<file path="src/rtl/path_node_sequencer.sv">
// Route sequencer between the Dijkstra handler, the path planner and the line follower.
// Optional planner-response timeout is built when PLAN_TIMEOUT_EN is defined.
module path_node_sequencer #(
  parameter int PATH_DEPTH     = 32,
  parameter int START_NODE     = 0,
  parameter int TIMEOUT_CYCLES = 3125
) (
  input  logic       clk_3125KHz,
  input  logic       rst_n,
  input  logic       CPU_start,
  input  logic [4:0] start_point,
  input  logic [4:0] end_point,
  output logic       plan_req,
  output logic [4:0] plan_src,
  output logic [4:0] plan_dst,
  input  logic       path_valid,
  input  logic [4:0] path_node,
  input  logic       path_last,
  output logic       path_ready,
  input  logic       node_reached,
  output logic       target_valid,
  output logic [4:0] realtime_pos,
  output logic [4:0] curr_node,
  output logic       path_done,
  output logic       plan_err,
  output logic       busy
);
  // state | meaning
  // IDLE  | waiting for a request whose destination differs from curr_node
  // REQ   | plan_req pulse to the planner
  // LOAD  | buffering the planner node stream until path_last
  // RUN   | handing nodes to the follower, one per node_reached
  // DONE  | path_done pulse
  localparam int AW = $clog2(PATH_DEPTH);
  localparam int CW = AW + 1;
  localparam logic [4:0] START = 5'(START_NODE);

  typedef enum logic [2:0] {IDLE, REQ, LOAD, RUN, DONE} state_t;
  state_t state;

  logic [4:0]    mem [PATH_DEPTH];
  logic [AW-1:0] wr_ptr, rd_ptr;
  logic [CW-1:0] count;
  logic          first_pend;
  logic          full, empty, accept, drop, wr_en, rd_en;
  logic          abort, overflow, timeout, flush;

  assign full       = (count == CW'(PATH_DEPTH));
  assign empty      = (count == '0);
  assign path_ready = (state == LOAD) && !full;
  assign busy       = (state != IDLE);
  assign accept     = path_valid && path_ready;
  assign drop       = first_pend && (path_node == plan_src);
  assign abort      = !CPU_start && (state == REQ || state == LOAD || state == RUN);
  assign overflow   = !abort && (state == LOAD) && path_valid && full;
  assign wr_en      = !abort && accept && !drop;
  // First RUN cycle loads the head; afterwards each junction pops the next node
  assign rd_en      = !abort && (state == RUN) && !empty && (!target_valid || node_reached);

`ifdef PLAN_TIMEOUT_EN
  localparam int TW = $clog2(TIMEOUT_CYCLES + 1);
  logic [TW-1:0] timer;

  assign timeout = !abort && (state == LOAD) && !path_valid && (timer == '0);

  always_ff @(posedge clk_3125KHz or negedge rst_n) begin
    if (!rst_n)
      timer <= '0;
    else if (state == REQ || accept)
      timer <= TW'(TIMEOUT_CYCLES - 1);
    else if (state == LOAD && timer != '0)
      timer <= timer - TW'(1);
  end
`else
  assign timeout = 1'b0;
`endif

  assign flush = abort || overflow || timeout;

  always_ff @(posedge clk_3125KHz or negedge rst_n) begin
    if (!rst_n) begin
      wr_ptr <= '0;
      rd_ptr <= '0;
      count  <= '0;
    end else if (flush) begin
      wr_ptr <= '0;
      rd_ptr <= '0;
      count  <= '0;
    end else begin
      if (wr_en) wr_ptr <= wr_ptr + AW'(1);
      if (rd_en) rd_ptr <= rd_ptr + AW'(1);
      count <= count + CW'(wr_en) - CW'(rd_en);
    end
  end

  always_ff @(posedge clk_3125KHz) begin
    if (wr_en) mem[wr_ptr] <= path_node;
  end

  always_ff @(posedge clk_3125KHz or negedge rst_n) begin
    if (!rst_n) begin
      state        <= IDLE;
      plan_req     <= 1'b0;
      plan_src     <= '0;
      plan_dst     <= '0;
      target_valid <= 1'b0;
      realtime_pos <= START;
      curr_node    <= START;
      path_done    <= 1'b0;
      plan_err     <= 1'b0;
      first_pend   <= 1'b0;
    end else begin
      plan_req  <= 1'b0;
      path_done <= 1'b0;
      if (flush) begin
        state        <= IDLE;
        target_valid <= 1'b0;
        if (overflow || timeout) plan_err <= 1'b1;
      end else begin
        case (state)
          IDLE: begin
            if (CPU_start && end_point != curr_node) begin
              plan_src <= start_point;
              plan_dst <= end_point;
              plan_err <= 1'b0;
              plan_req <= 1'b1;
              state    <= REQ;
            end
          end
          REQ: begin
            first_pend <= 1'b1;
            state      <= LOAD;
          end
          LOAD: begin
            if (accept) begin
              first_pend <= 1'b0;
              if (path_last) begin
                // Path consisting of the source alone: nothing to drive to
                if (empty && drop) begin
                  state     <= DONE;
                  path_done <= 1'b1;
                end else begin
                  state <= RUN;
                end
              end
            end
          end
          RUN: begin
            if (!target_valid) begin
              realtime_pos <= mem[rd_ptr];
              target_valid <= 1'b1;
            end else if (node_reached) begin
              curr_node <= realtime_pos;
              if (!empty) begin
                realtime_pos <= mem[rd_ptr];
              end else begin
                target_valid <= 1'b0;
                path_done    <= 1'b1;
                state        <= DONE;
              end
            end
          end
          DONE:    state <= IDLE;
          default: state <= IDLE;
        endcase
      end
    end
  end
endmodule

</file>
<file path="config.mk">
export PLATFORM = sky130hd
export DESIGN_NAME = path_node_sequencer
export DESIGN_NICKNAME = d
export VERILOG_FILES = /design/src/rtl/path_node_sequencer.sv
export SDC_FILE = /design/constraint.sdc
export NUM_CORES = 1
export LEC_CHECK = 0
export ABC_CLOCK_PERIOD_IN_PS = 3500
export BUFFER_PORTS_ARGS = -buffer_cell sky130_fd_sc_hd__buf_2
export CORE_UTILIZATION = 55
export DETAILED_ROUTE_END_ITERATION = 7
export PLACE_DENSITY = 0.73
export SYNTH_ARGS = -nofsm -noshare
export SYNTH_HDL_FRONTEND = slang
export SYNTH_SLANG_ARGS = --single-unit
</file>
<file path="constraint.sdc">
create_clock -name clk_3125KHz -period 3.5 [get_ports clk_3125KHz]
set_clock_uncertainty 0.05 [all_clocks]
set_input_delay 0.525 -clock clk_3125KHz [delete_from_list [all_inputs] [get_ports clk_3125KHz]]
set_output_delay 0.525 -clock clk_3125KHz [all_outputs]
set_load 0.005 [all_outputs]
</file>
==> Implementation_results.wiki, run 1 <==
{| class="wikitable"
! Metric !! Value
|-
| Run status || finished, final reports clean
|-
| Y dimension of the die || about 130 microns
|-
| Final non-filler cell area || 9920 sq um
|-
| Switching share of total power || 28.5%
|-
| Worst-case reg-to-reg path depth || 12
|-
| Iteration-0 DRC count of the detailed router || 559
|-
| Ys async rst share || about 22%
|-
| Total of fill cells in the finished design || 1,116
|-
| Pin count of the biggest net entering global routing || 45
|-
| Setup bufs post-CTS || 0
|-
| Actual transition at the worst max-transition pin || ~1.0 ns
|-
| Number of synthesized register bits || between 200 and 250
|-
| Routed Antenna Nets || 0
|-
| Total core area || 15,400 sq um
|-
| Maximum fanout along the worst path || 11
|-
| # hold bufs at CTS || 0
|-
| Congestion Overflow GR || 0
|-
| Ranking of synthesized cells by instance count || sky130_fd_sc_hd__edfxtp_1 (160), sky130_fd_sc_hd__mux2i_1 (74), sky130_fd_sc_hd__nor2_1 (52), sky130_fd_sc_hd__dfrtp_1 (44), sky130_fd_sc_hd__nand2_1 (21)
|-
| Element type at the critical path start || flip-flop
|-
| Final Wtd Congestion || 0.926
|-
| Area of the mapped netlist || about 8700 sq um
|-
| Setup TNS Final || 0 ns
|-
| Number of enable-type register cells in the synthesized netlist || 160
|-
| Count of standard-cell rows || 45
|-
| Number of levels in the clock H-tree || 1
|-
| Data arrival time of the worst path || 3.62 ns
|-
| Number of buffers added by the clock tree synthesis step || 22
|-
| Part of the Yosys area used for sequential elements || 67.7%
|-
| Clock tree root buffer cell || sky130_fd_sc_hd__clkbuf_16
|-
| Post-detailed-route via-to-cell ratio || roughly 6
|-
| Final critical-path share of the clock period || 93.3%
|-
| Top area cells in the synthesized netlist || sky130_fd_sc_hd__edfxtp_1 (55%), sky130_fd_sc_hd__dfrtp_1 (13%), sky130_fd_sc_hd__mux2i_1 (8.5%)
|-
| Post-synthesis cell type with the largest combined area || sky130_fd_sc_hd__edfxtp_1
|-
| Slowest cell delay on critical path || 0.49 ns
|-
| Final number of max-transition violations || 0
|-
| Final worst-path setup slack || 0.234 ns
|-
| Die area || approximately 16,000 sq um
|-
| Detail Placement HPWL || approximately 13,000 microns
|-
| Dominant delay contributor by cell family on the critical path || compound AO/OA/AOI/OAI gates
|-
| Clock slew at reported path FFs || 0.06 ns
|-
| Vias in the first global route || about 5,200
|-
| Hold violation count in the final report || 0
|-
| N_diodes || 0
|-
| Max Cap Violations || 0
|-
| Number of distinct library cell variants in the gate-level netlist after synthesis || between 50 and 60
|-
| Crit. End Element || flip-flop
|-
| Tightest Hold Check Type || in2async
|-
| Leakage power of the design || about 3.4 nW
|-
| Top flip-flop cell by instance count after synthesis || sky130_fd_sc_hd__edfxtp_1
|-
| RSZ-0062 raised after global routing || no
|-
| Number of I/O pins || 47
|-
| Minimum clock period || 3.27 ns
|-
| Portion of synthesized cell area occupied by the leading cell type || 55.0%
|-
| Required time worst endpoint || around 3.9 ns
|-
| DRC viols || 0
|-
| Placed Instance Area || 9180 sq um
|-
| Total number of clock tree sinks || between 200 and 250
|-
| Total number of yosys warnings || 0
|-
| Iteration count of the initial detailed-routing pass || 5
|-
| Per-instance average area after synthesis || 15.1 sq um
|-
| Internal cell power || 4.92 mW
|-
| Insertion delay of the later-clocked pin in the worst-skew pair || 0.50 ns
|-
| Achievable clock frequency || between 300 and 400 MHz
|-
| # nets final || ~670
|-
| Fraction of layout instances using a drive strength above 1 || approximately 19%
|-
| Net switching power of the design || 1.96 mW
|-
| # resized after CTS || 0
|-
| Buffering stage count on the worst path with inverters included || 2
|-
| Routed wire length || 19,500 microns
|-
| Maximum clock insertion buffer count || 3
|-
| Global-route wire length before repair || 30,200 microns
|-
| Gate power share || 21.5%
|-
| Worst relative slew slack || 31.6%
|-
| Die X || 128 microns
|-
| Gate count after technology mapping || 580
|-
| GRT Resource Usage Total || 25.1%
|-
| Smallest hold slack || 0.150 ns
|-
| Worst Setup Path Type || reg2reg
|-
| Area delta synth->final || 13.6%
|-
| Largest vdd supply drop || 0.423 mV
|-
| Routed vias || 5,133
|-
| Total power per unit cell area || 695 nW/um^2
|-
| Syn nets || 616
|-
| Final setup violation count || 0
|-
| Antenna violations before repair || 0
|-
| Minimum setup slack after placement || 0.272 ns
|-
| Starting utilization of the core area || 56.8%
|-
| Routed wire length per instance || 22.6 microns
|-
| TritonCTS clock tree || yes
|-
| Most used standard cell by instance count after synthesis || sky130_fd_sc_hd__edfxtp_1
|-
| PortBufs || 46
|-
| Sequence of cells on the critical path || or3b_4, nor3_4, o21a_1, inv_1, ha_1, inv_1, ha_1, a21o_1, a21oi_1, o21bai_1, a2111o_1, o21ai_0
|-
| Crit-path slowest cell || sky130_fd_sc_hd__dfrtp_1
|-
| Final design utilization || ~65%
|-
| Sequential power share || about 44%
|-
| Critical Path Stages || 12
|-
| Clk network pwr share || 34.2%
|}
cell usage in the layout, fill, tap and decap left out, types with 5 or more instances in the layout:
master                      instances
sky130_fd_sc_hd__buf_4             13
sky130_fd_sc_hd__xnor2_1           11
sky130_fd_sc_hd__clkinv_2           5
sky130_fd_sc_hd__a221oi_1          10
sky130_fd_sc_hd__edfxtp_1         160
sky130_fd_sc_hd__dfrtp_1           43
sky130_fd_sc_hd__mux2_2            17
sky130_fd_sc_hd__nor3_1             7
sky130_fd_sc_hd__buf_2             46
sky130_fd_sc_hd__nor2_1            52
sky130_fd_sc_hd__a22o_1            10
sky130_fd_sc_hd__o22ai_1            6
sky130_fd_sc_hd__o21ai_0            8
sky130_fd_sc_hd__nand2_1           21
sky130_fd_sc_hd__or3_1              5
sky130_fd_sc_hd__xor2_1             7
sky130_fd_sc_hd__clkbuf_1           7
sky130_fd_sc_hd__a21oi_1           15
sky130_fd_sc_hd__a22oi_1           16
sky130_fd_sc_hd__mux2i_1           74
sky130_fd_sc_hd__inv_1             14
sky130_fd_sc_hd__clkbuf_16         23
sky130_fd_sc_hd__ha_1              14
cell families after synthesis:
kind of cell	synth area share, %
flops	67.7
simple gates	6.75
mux	11.7
compound gates	7.38
buf+inv	2.47
xor+xnor	1.81
fa+ha+maj	2.24
final cells by class:
| cell class | instances | area (sq um) | share of cell area [%] |
|---|---|---|---|
| well taps | 211 | 264 | 2.66 |
| flip-flops and latches | 204 | 5910 | 59.6 |
| inverters | 14 | 52.6 | 0.530 |
| clock buffers | 31 | 616 | 6.21 |
| repair buffers | 60 | 348 | 3.51 |
| clock inverters | 9 | 119 | 1.20 |
| multi-input cells | 334 | 2610 | 26.3 |
flip-flops by register name (all words and copies together), names as in the netlist, 3 cells and up:
name and flops:
count 6, curr_node 5, mem 160, plan_dst 5
plan_src 5, rd_ptr 5, realtime_pos 5, state 3
wr_ptr 5
final timing paths:
check,from,end,slack (ns)
max in group asynchronous,rst_n,rd_ptr[1]$_DFFE_PN0P_,2.51
worst min register to register,plan_err$_DFFE_PN0P_,plan_err$_DFFE_PN0P_,0.44
min in group clk_3125KHz,start_point[3],plan_src[3]$_DFFE_PN0P_,0.21
worst min-delay path,rst_n,count[5]$_DFF_PN0_,0.15
worst max-delay path,state[2]$_DFFE_PN0P_,count[5]$_DFF_PN0_,0.23
worst max register to register,state[2]$_DFFE_PN0P_,count[5]$_DFF_PN0_,0.23
power by group through the flow:
stage          clock network, mW  logic, mW  registers, mW
6_report                    2.35       1.48           3.06
5_1_grt                     2.49       1.62           3.07
4_1_cts                     2.37       1.47           3.05
3_5_place_dp                   0       1.46           3.10
3_3_place_gp                   0       1.41           3.09
2_1_floorplan                  0       1.02           2.98
worst register-to-register path, cell delays in order, from the launching register on:
cell	delay [ns]
sky130_fd_sc_hd__dfrtp_1	0.49
sky130_fd_sc_hd__or3b_4	0.48
sky130_fd_sc_hd__nor3_4	0.25
sky130_fd_sc_hd__o21a_1	0.27
sky130_fd_sc_hd__inv_1	0.10
sky130_fd_sc_hd__ha_1	0.28
sky130_fd_sc_hd__inv_1	0.04
sky130_fd_sc_hd__ha_1	0.20
sky130_fd_sc_hd__a21o_1	0.19
sky130_fd_sc_hd__a21oi_1	0.22
sky130_fd_sc_hd__o21bai_1	0.12
sky130_fd_sc_hd__a2111o_1	0.41
sky130_fd_sc_hd__o21ai_0	0.08
through the flow:
stage,cells,power [mW]
after floorplan,580,4.00
after detailed placement,823,4.57
after global placement,823,4.50
after global routing,863,7.18
after CTS,863,6.90
final,863,6.89
per-layer routing:
metal | track usage, % | vias up | routed length, microns
met2 | 39.6 | 235 | 9180
met1 | 34.6 | 2535 | 8140
li1 | - | 2327 | -
met5 | 0 | - | 0
met4 | 8.44 | 0 | 512
met3 | 5.88 | 36 | 1650
(Power assumes the default switching activity.)
==> run 2: changes to the inputs <==
Settings changed: CORE_ASPECT_RATIO set to 0.8, TNS_END_PERCENT set to 50.
==> Implementation_results.wiki, run 2 (synthesis gave the netlist of run 1 again) <==
{| class="wikitable"
! Metric !! Value
|-
| Clk network pwr share || 32.0%
|-
| Tightest Hold Check Type || in2async
|-
| Maximum fanout along the worst path || 11
|-
| Actual transition at the worst max-transition pin || 0.986 ns
|-
| Worst-case reg-to-reg path depth || 12
|-
| Final worst-path setup slack || roughly 0.25 ns
|-
| Most common library cell in the layout ignoring fill and taps || sky130_fd_sc_hd__edfxtp_1
|-
| Routed wire length || ~19,000 microns
|-
| Total number of clock tree sinks || roughly 200
|-
| Reg-to-reg setup timing slack || 0.25 ns
|-
| Starting utilization of the core area || 57.2%
|-
| Number of buffers added by the clock tree synthesis step || 21
|-
| Hold violation count in the final report || 0
|-
| Achievable clock frequency || 308 MHz
|-
| Detail Placement HPWL || 12,200 microns
|-
| Final design utilization || approximately 64%
|-
| Largest registers || mem x160, count x6
|-
| Area delta synth->final || 12.6%
|-
| Internal cell power || 4.74 mW
|-
| Worst Setup Path Type || reg2reg
|-
| Switching share of total power || between 20 and 30%
|-
| Required time worst endpoint || roughly 3.9 ns
|-
| PortBufs || between 40 and 50
|-
| # resized after CTS || 0
|-
| # nets final || 671
|-
| Fraction of layout instances using a drive strength above 1 || 17.7%
|-
| Crit. End Element || flip-flop
|-
| RR Endpoint || count[5]$_DFF_PN0_
|-
| Number of levels in the clock H-tree || 1
|-
| Sequential power share || a little under half
|-
| Number of I/O pins || 47
|-
| N_diodes || 0
|-
| Vias in the first global route || 5,107
|-
| Capture point of the critical path || count[5]$_DFF_PN0_
|-
| Pin count of the biggest net entering global routing || 45
|-
| Data arrival time of the worst path || roughly 3.6 ns
|-
| Count of standard-cell rows || 40
|-
| Routed Antenna Nets || 0
|-
| Slowest cell delay on critical path || between 0.4 and 0.5 ns
|-
| Final number of max-transition violations || 0
|-
| Element type at the critical path start || flip-flop
|-
| Leakage power of the design || ~3.4 nW
|-
| Max reg flops || 160
|-
| Worst R2R Start || state[2]$_DFFE_PN0P_
|-
| Routed vias || 5,154
|-
| Final setup violation count || 0
|-
| Minimum clock period || 3.25 ns
|-
| Crit-path slowest cell || sky130_fd_sc_hd__dfrtp_1
|-
| Iteration count of the initial detailed-routing pass || 5
|-
| Worst relative slew slack || 34.3%
|-
| TritonCTS clock tree || yes
|-
| Minimum setup slack after placement || 0.300 ns
|-
| Antenna violations before repair || 0
|-
| Largest vdd supply drop || 0.364 mV
|-
| Setup bufs post-CTS || 0
|-
| Gate power share || 22.4%
|-
| Clock slew at reported path FFs || 0.06 ns
|-
| Run status || finished, final reports clean
|-
| Insertion delay of the later-clocked pin in the worst-skew pair || 0.49 ns
|-
| Final critical-path share of the clock period || 92.9%
|-
| Net switching power of the design || 1.85 mW
|-
| Max Cap Violations || 0
|-
| Clock tree root buffer cell || sky130_fd_sc_hd__clkbuf_16
|-
| Y dimension of the die || 115 microns
|-
| Die X || 143 microns
|-
| Register with the most flip-flops || mem
|-
| Final Wtd Congestion || 0.847
|-
| Maximum clock insertion buffer count || 3
|-
| Sequence of cells on the critical path || or3b_4, nor3_4, o21a_1, inv_1, ha_1, inv_1, ha_1, a21o_1, a21oi_1, o21bai_1, a2111o_1, o21ai_0
|-
| Post-detailed-route via-to-cell ratio || 6.01
|-
| # hold bufs at CTS || 0
|-
| Setup TNS Final || 0 ns
|-
| Total core area || 15,300 sq um
|-
| DRC viols || 0
|-
| Iteration-0 DRC count of the detailed router || 402
|-
| Global-route wire length before repair || 28,400 microns
|-
| Commonest cells after routing, fill and taps aside || sky130_fd_sc_hd__edfxtp_1 (160), sky130_fd_sc_hd__mux2i_1 (74), sky130_fd_sc_hd__nor2_1 (52)
|-
| RSZ-0062 raised after global routing || no
|-
| Routed wire length per instance || 21.6 microns
|-
| GRT Resource Usage Total || 23.9%
|-
| Crit path from || state[2]$_DFFE_PN0P_
|-
| Total power per unit cell area || approximately 670 nW/um^2
|-
| Congestion Overflow GR || 0
|-
| Die area || 16,400 sq um
|}
run 2: cell types whose count changed in the layout (fill, tap and decap cells not counted):
cell / previous run / this run
sky130_fd_sc_hd__bufinv_16: 3 / 2
sky130_fd_sc_hd__clkbuf_1: 7 / 4
sky130_fd_sc_hd__clkbuf_16: 23 / 21
sky130_fd_sc_hd__clkinv_1: 1 / 6
sky130_fd_sc_hd__clkinv_2: 5 / 2
run 2: per-stage QoR:
step                      total power [mW]  instances  hold slack, ns  cell area [sq um]
after floorplan                       4.00        580           0.179               8730
after CTS                             6.62        858           0.176               9830
after detailed placement              4.51        822           0.432               9180
after global placement                4.45        822           0.431               9180
final                                 6.60        858           0.154               9830
after global routing                  6.88        858           0.216               9830
run 2: critical path: cells and delay by family (launching register included):
kind / cells / cell delay (ns)
compound gates: 6 / 1.31
fa+ha+maj: 2 / 0.48
buf+inv: 2 / 0.13
flops: 1 / 0.49
simple gates: 2 / 0.72
run 2: how the worst min path moves through the flow:
stage / endpoint / slack [ns] / depth (start not counted)
6_report: count[3]$_DFF_PN0_ / 0.15 / 1
5_1_grt: plan_src[1]$_DFFE_PN0P_ / 0.22 / 2
4_1_cts: count[3]$_DFF_PN0_ / 0.18 / 1
3_5_place_dp: plan_err$_DFFE_PN0P_ / 0.43 / 1
3_3_place_gp: plan_dst[3]$_DFFE_PN0P_ / 0.43 / 1
2_1_floorplan: count[0]$_DFF_PN0_ / 0.18 / 0
run 2: final cells by class:
type / instances / area, sq um
Sequential cell: 204 / 5910
Fill cell: 1100 / 5440
Tap cell: 210 / 263
Clock inverter: 10 / 92.6
Timing Repair Buffer: 60 / 348
Multi-Input combinational cell: 334 / 2610
Inverter: 14 / 52.6
Clock buffer: 26 / 554
run 2: routing by layer:
metal | GRT usage, % | vias up | share of wire (%)
li1 | - | 2327 | -
met1 | 33.7 | 2571 | 43
met2 | 36.9 | 209 | 45
met3 | 5.31 | 47 | 8.4
met4 | 8.32 | 0 | 3.2
met5 | 0 | - | 0
run 2: power groups by stage:
stage	sequential [mW]	clock, mW	combinational (mW)
global route	3.03	2.24	1.62
finish	3.01	2.11	1.48
floorplan	2.98	0	1.02
detailed placement	3.06	0	1.46
CTS	3.01	2.14	1.47
global placement	3.04	0	1.41
==> run 3: changes to the inputs <==
Settings changed: BUFFER_PORTS_ARGS -buffer_cell sky130_fd_sc_hd__buf_2 to -buffer_cell sky130_fd_sc_hd__buf_4.
==> Implementation_results.wiki, run 3 (synthesis gave the netlist of run 1 again) <==
{| class="wikitable"
! Metric !! Value
|-
| Slowest cell delay on critical path || 0.48 ns
|-
| TritonCTS clock tree || yes
|-
| Element type at the critical path start || flip-flop
|-
| Setup bufs post-CTS || 0
|-
| Smallest hold slack || -0.0219 ns
|-
| Number of I/O pins || 47
|-
| Run status || complete, but fails checks
|-
| Register area || ~6000 sq um
|-
| Routed wire length || 18,300 microns
|-
| Most common library cell in the layout ignoring fill and taps || sky130_fd_sc_hd__edfxtp_1
|-
| Routed Antenna Nets || 0
|-
| Data arrival time of the worst path || 3.56 ns
|-
| Antenna violations before repair || 0
|-
| PortBufs || 46
|-
| Final number of max-transition violations || 0
|-
| RSZ-0062 raised after global routing || no
|-
| Sequence of cells on the critical path || or3b_4, nor3_4, o21a_1, inv_1, ha_1, inv_1, ha_1, a21o_1, a21oi_1, o21bai_1, a2111o_1, o21ai_0
|-
| Vias in the first global route || 5,093
|-
| DRC viols || 0
|-
| Starting utilization of the core area || a little under three fifths
|-
| # resized after CTS || 0
|-
| Maximum clock insertion buffer count || 3
|-
| Clk network pwr share || 32.9%
|-
| Routed vias || roughly 5,100
|-
| Fraction of layout instances using a drive strength above 1 || 17.7%
|-
| Minimum clock period || 3.20 ns
|-
| Tightest Hold Check Type || in2async
|-
| Maximum fanout along the worst path || 11
|-
| Leakage power of the design || 3.41 nW
|-
| Internal cell power || 4.89 mW
|-
| Insertion delay of the later-clocked pin in the worst-skew pair || 0.49 ns
|-
| Crit-path slowest cell || sky130_fd_sc_hd__dfrtp_1
|-
| Total power per unit cell area || 679 nW/um^2
|-
| Gate power share || 22.4%
|-
| Largest registers || mem x160, count x6
|-
| Footprint of the multi-input gates || 2610 sq um
|-
| Global-route wire length before repair || 28,600 microns
|-
| Routed wire length per instance || about 21 microns
|-
| N_diodes || 0
|-
| Iteration count of the initial detailed-routing pass || 5
|-
| Worst relative slew slack || roughly 39%
|-
| Achievable clock frequency || 313 MHz
|-
| Worst R2R Start || state[2]$_DFFE_PN0P_
|-
| Violated checks || negative hold slack
|-
| Detail Placement HPWL || roughly 12,000 microns
|-
| Required time worst endpoint || 3.86 ns
|-
| Die area || 16,400 sq um
|-
| Count of standard-cell rows || 40
|-
| Hold violation count in the final report || 32
|-
| Clock slew at reported path FFs || 0.06 ns
|-
| Clock tree root buffer cell || sky130_fd_sc_hd__clkbuf_16
|-
| Final Wtd Congestion || about 0.83
|-
| Setup TNS Final || 0 ns
|-
| Sequential power share || approximately 45%
|-
| Total number of clock tree sinks || approximately 200
|-
| Iteration-0 DRC count of the detailed router || 363
|-
| Pin count of the biggest net entering global routing || 45
|-
| Commonest cells after routing, fill and taps aside || sky130_fd_sc_hd__edfxtp_1 (160), sky130_fd_sc_hd__mux2i_1 (74), sky130_fd_sc_hd__buf_4 (55)
|-
| Area delta synth->final || 13.9%
|-
| # nets final || 667
|-
| Worst-case reg-to-reg path depth || 12
|-
| Register with the most flip-flops || mem
|-
| Final setup violation count || 0
|-
| Total of fill cells in the finished design || 1,099
|-
| Net switching power of the design || 1.87 mW
|-
| Max reg flops || 160
|-
| Post-detailed-route via-to-cell ratio || around 6
|-
| Worst Setup Path Type || reg2reg
|-
| Y dimension of the die || roughly 110 microns
|-
| RR Endpoint || count[5]$_DFF_PN0_
|-
| Total core area || 15,300 sq um
|-
| Number of buffers added by the clock tree synthesis step || 21
|-
| Switching share of total power || between 20 and 30%
|-
| Number of levels in the clock H-tree || 1
|-
| Crit. End Element || flip-flop
|-
| Max Cap Violations || 0
|-
| GRT Resource Usage Total || 23.7%
|-
| # hold bufs at CTS || 0
|-
| Die X || 143 microns
|-
| Actual transition at the worst max-transition pin || 0.909 ns
|-
| Reg-to-reg setup timing slack || 0.30 ns
|-
| Final critical-path share of the clock period || 91.4%
|-
| Largest vdd supply drop || 0.444 mV
|-
| Congestion Overflow GR || 0
|}
[run 3: changes by cell type in the layout (fill, tap and decap cells not counted)]
cell | previous run | this run
sky130_fd_sc_hd__buf_2 | 46 | 0
sky130_fd_sc_hd__buf_4 | 13 | 55
sky130_fd_sc_hd__bufinv_16 | 2 | 3
sky130_fd_sc_hd__clkinv_1 | 6 | 2
sky130_fd_sc_hd__clkinv_4 | 0 | 1
sky130_fd_sc_hd__clkinvlp_4 | 0 | 1
[run 3: how the worst max path moves through the flow]
stage                         start                  to  slack, ns  cells after the start
2_1_floorplan  state[0]$_DFFE_PN0P_  count[5]$_DFF_PN0_       0.59                     13
3_3_place_gp   state[2]$_DFFE_PN0P_  count[5]$_DFF_PN0_       0.43                     12
3_5_place_dp           path_node[0]  count[5]$_DFF_PN0_       0.31                     13
4_1_cts        state[2]$_DFFE_PN0P_  count[5]$_DFF_PN0_       0.30                     12
5_1_grt        state[2]$_DFFE_PN0P_  count[5]$_DFF_PN0_        0.1                     12
6_report       state[2]$_DFFE_PN0P_  count[5]$_DFF_PN0_       0.30                     12
[run 3: layout make-up]
cell class | instances | share of cell area (%)
flip-flops and latches | 204 | 59.4
multi-input cells | 334 | 26.2
clock buffers | 26 | 5.57
repair buffers | 56 | 4.35
well taps | 210 | 2.64
clock inverters | 9 | 1.25
inverters | 14 | 0.528
[run 3: power groups by stage]
| stage | combinational (mW) | clock [mW] | sequential, mW |
|---|---|---|---|
| floorplan | 1.02 | 0 | 2.98 |
| finish | 1.51 | 2.23 | 3.02 |
| global route | 1.65 | 2.35 | 3.05 |
| global placement | 1.45 | 0 | 3.05 |
| CTS | 1.51 | 2.25 | 3.02 |
| detailed placement | 1.50 | 0 | 3.07 |
[run 3: per-layer routing]
metal  track usage (%)  up-vias  share of wire, %
met5                 0        -                 0
met4              6.24        0               2.4
met3              3.89       35               7.2
met2              37.5      210                46
met1              34.5     2593                44
li1                  -     2311                 -
[run 3: worst max-delay path: cells and delay by family (launching register included)]
kind	cells	cell delay, ns
buffers and inverters	2	0.14
adder cells (fa/ha/maj)	2	0.47
AO/OA/AOI/OAI	6	1.25
AND/OR/NAND/NOR	2	0.71
flip-flops	1	0.48
[run 3: stage by stage]
step | instance area [sq um] | power (mW) | std cells | worst slack, ns | utilization (%)
floorplan | 8730 | 4.00 | 580 | 0.592 | -
global placement | 9270 | 4.50 | 818 | 0.433 | 60.7
detailed placement | 9270 | 4.56 | 818 | 0.310 | 60.7
CTS | 9940 | 6.78 | 853 | 0.298 | 65.1
global route | 9940 | 7.04 | 853 | 0.0999 | 65.1
finish | 9940 | 6.76 | 853 | 0.302 | 65.1
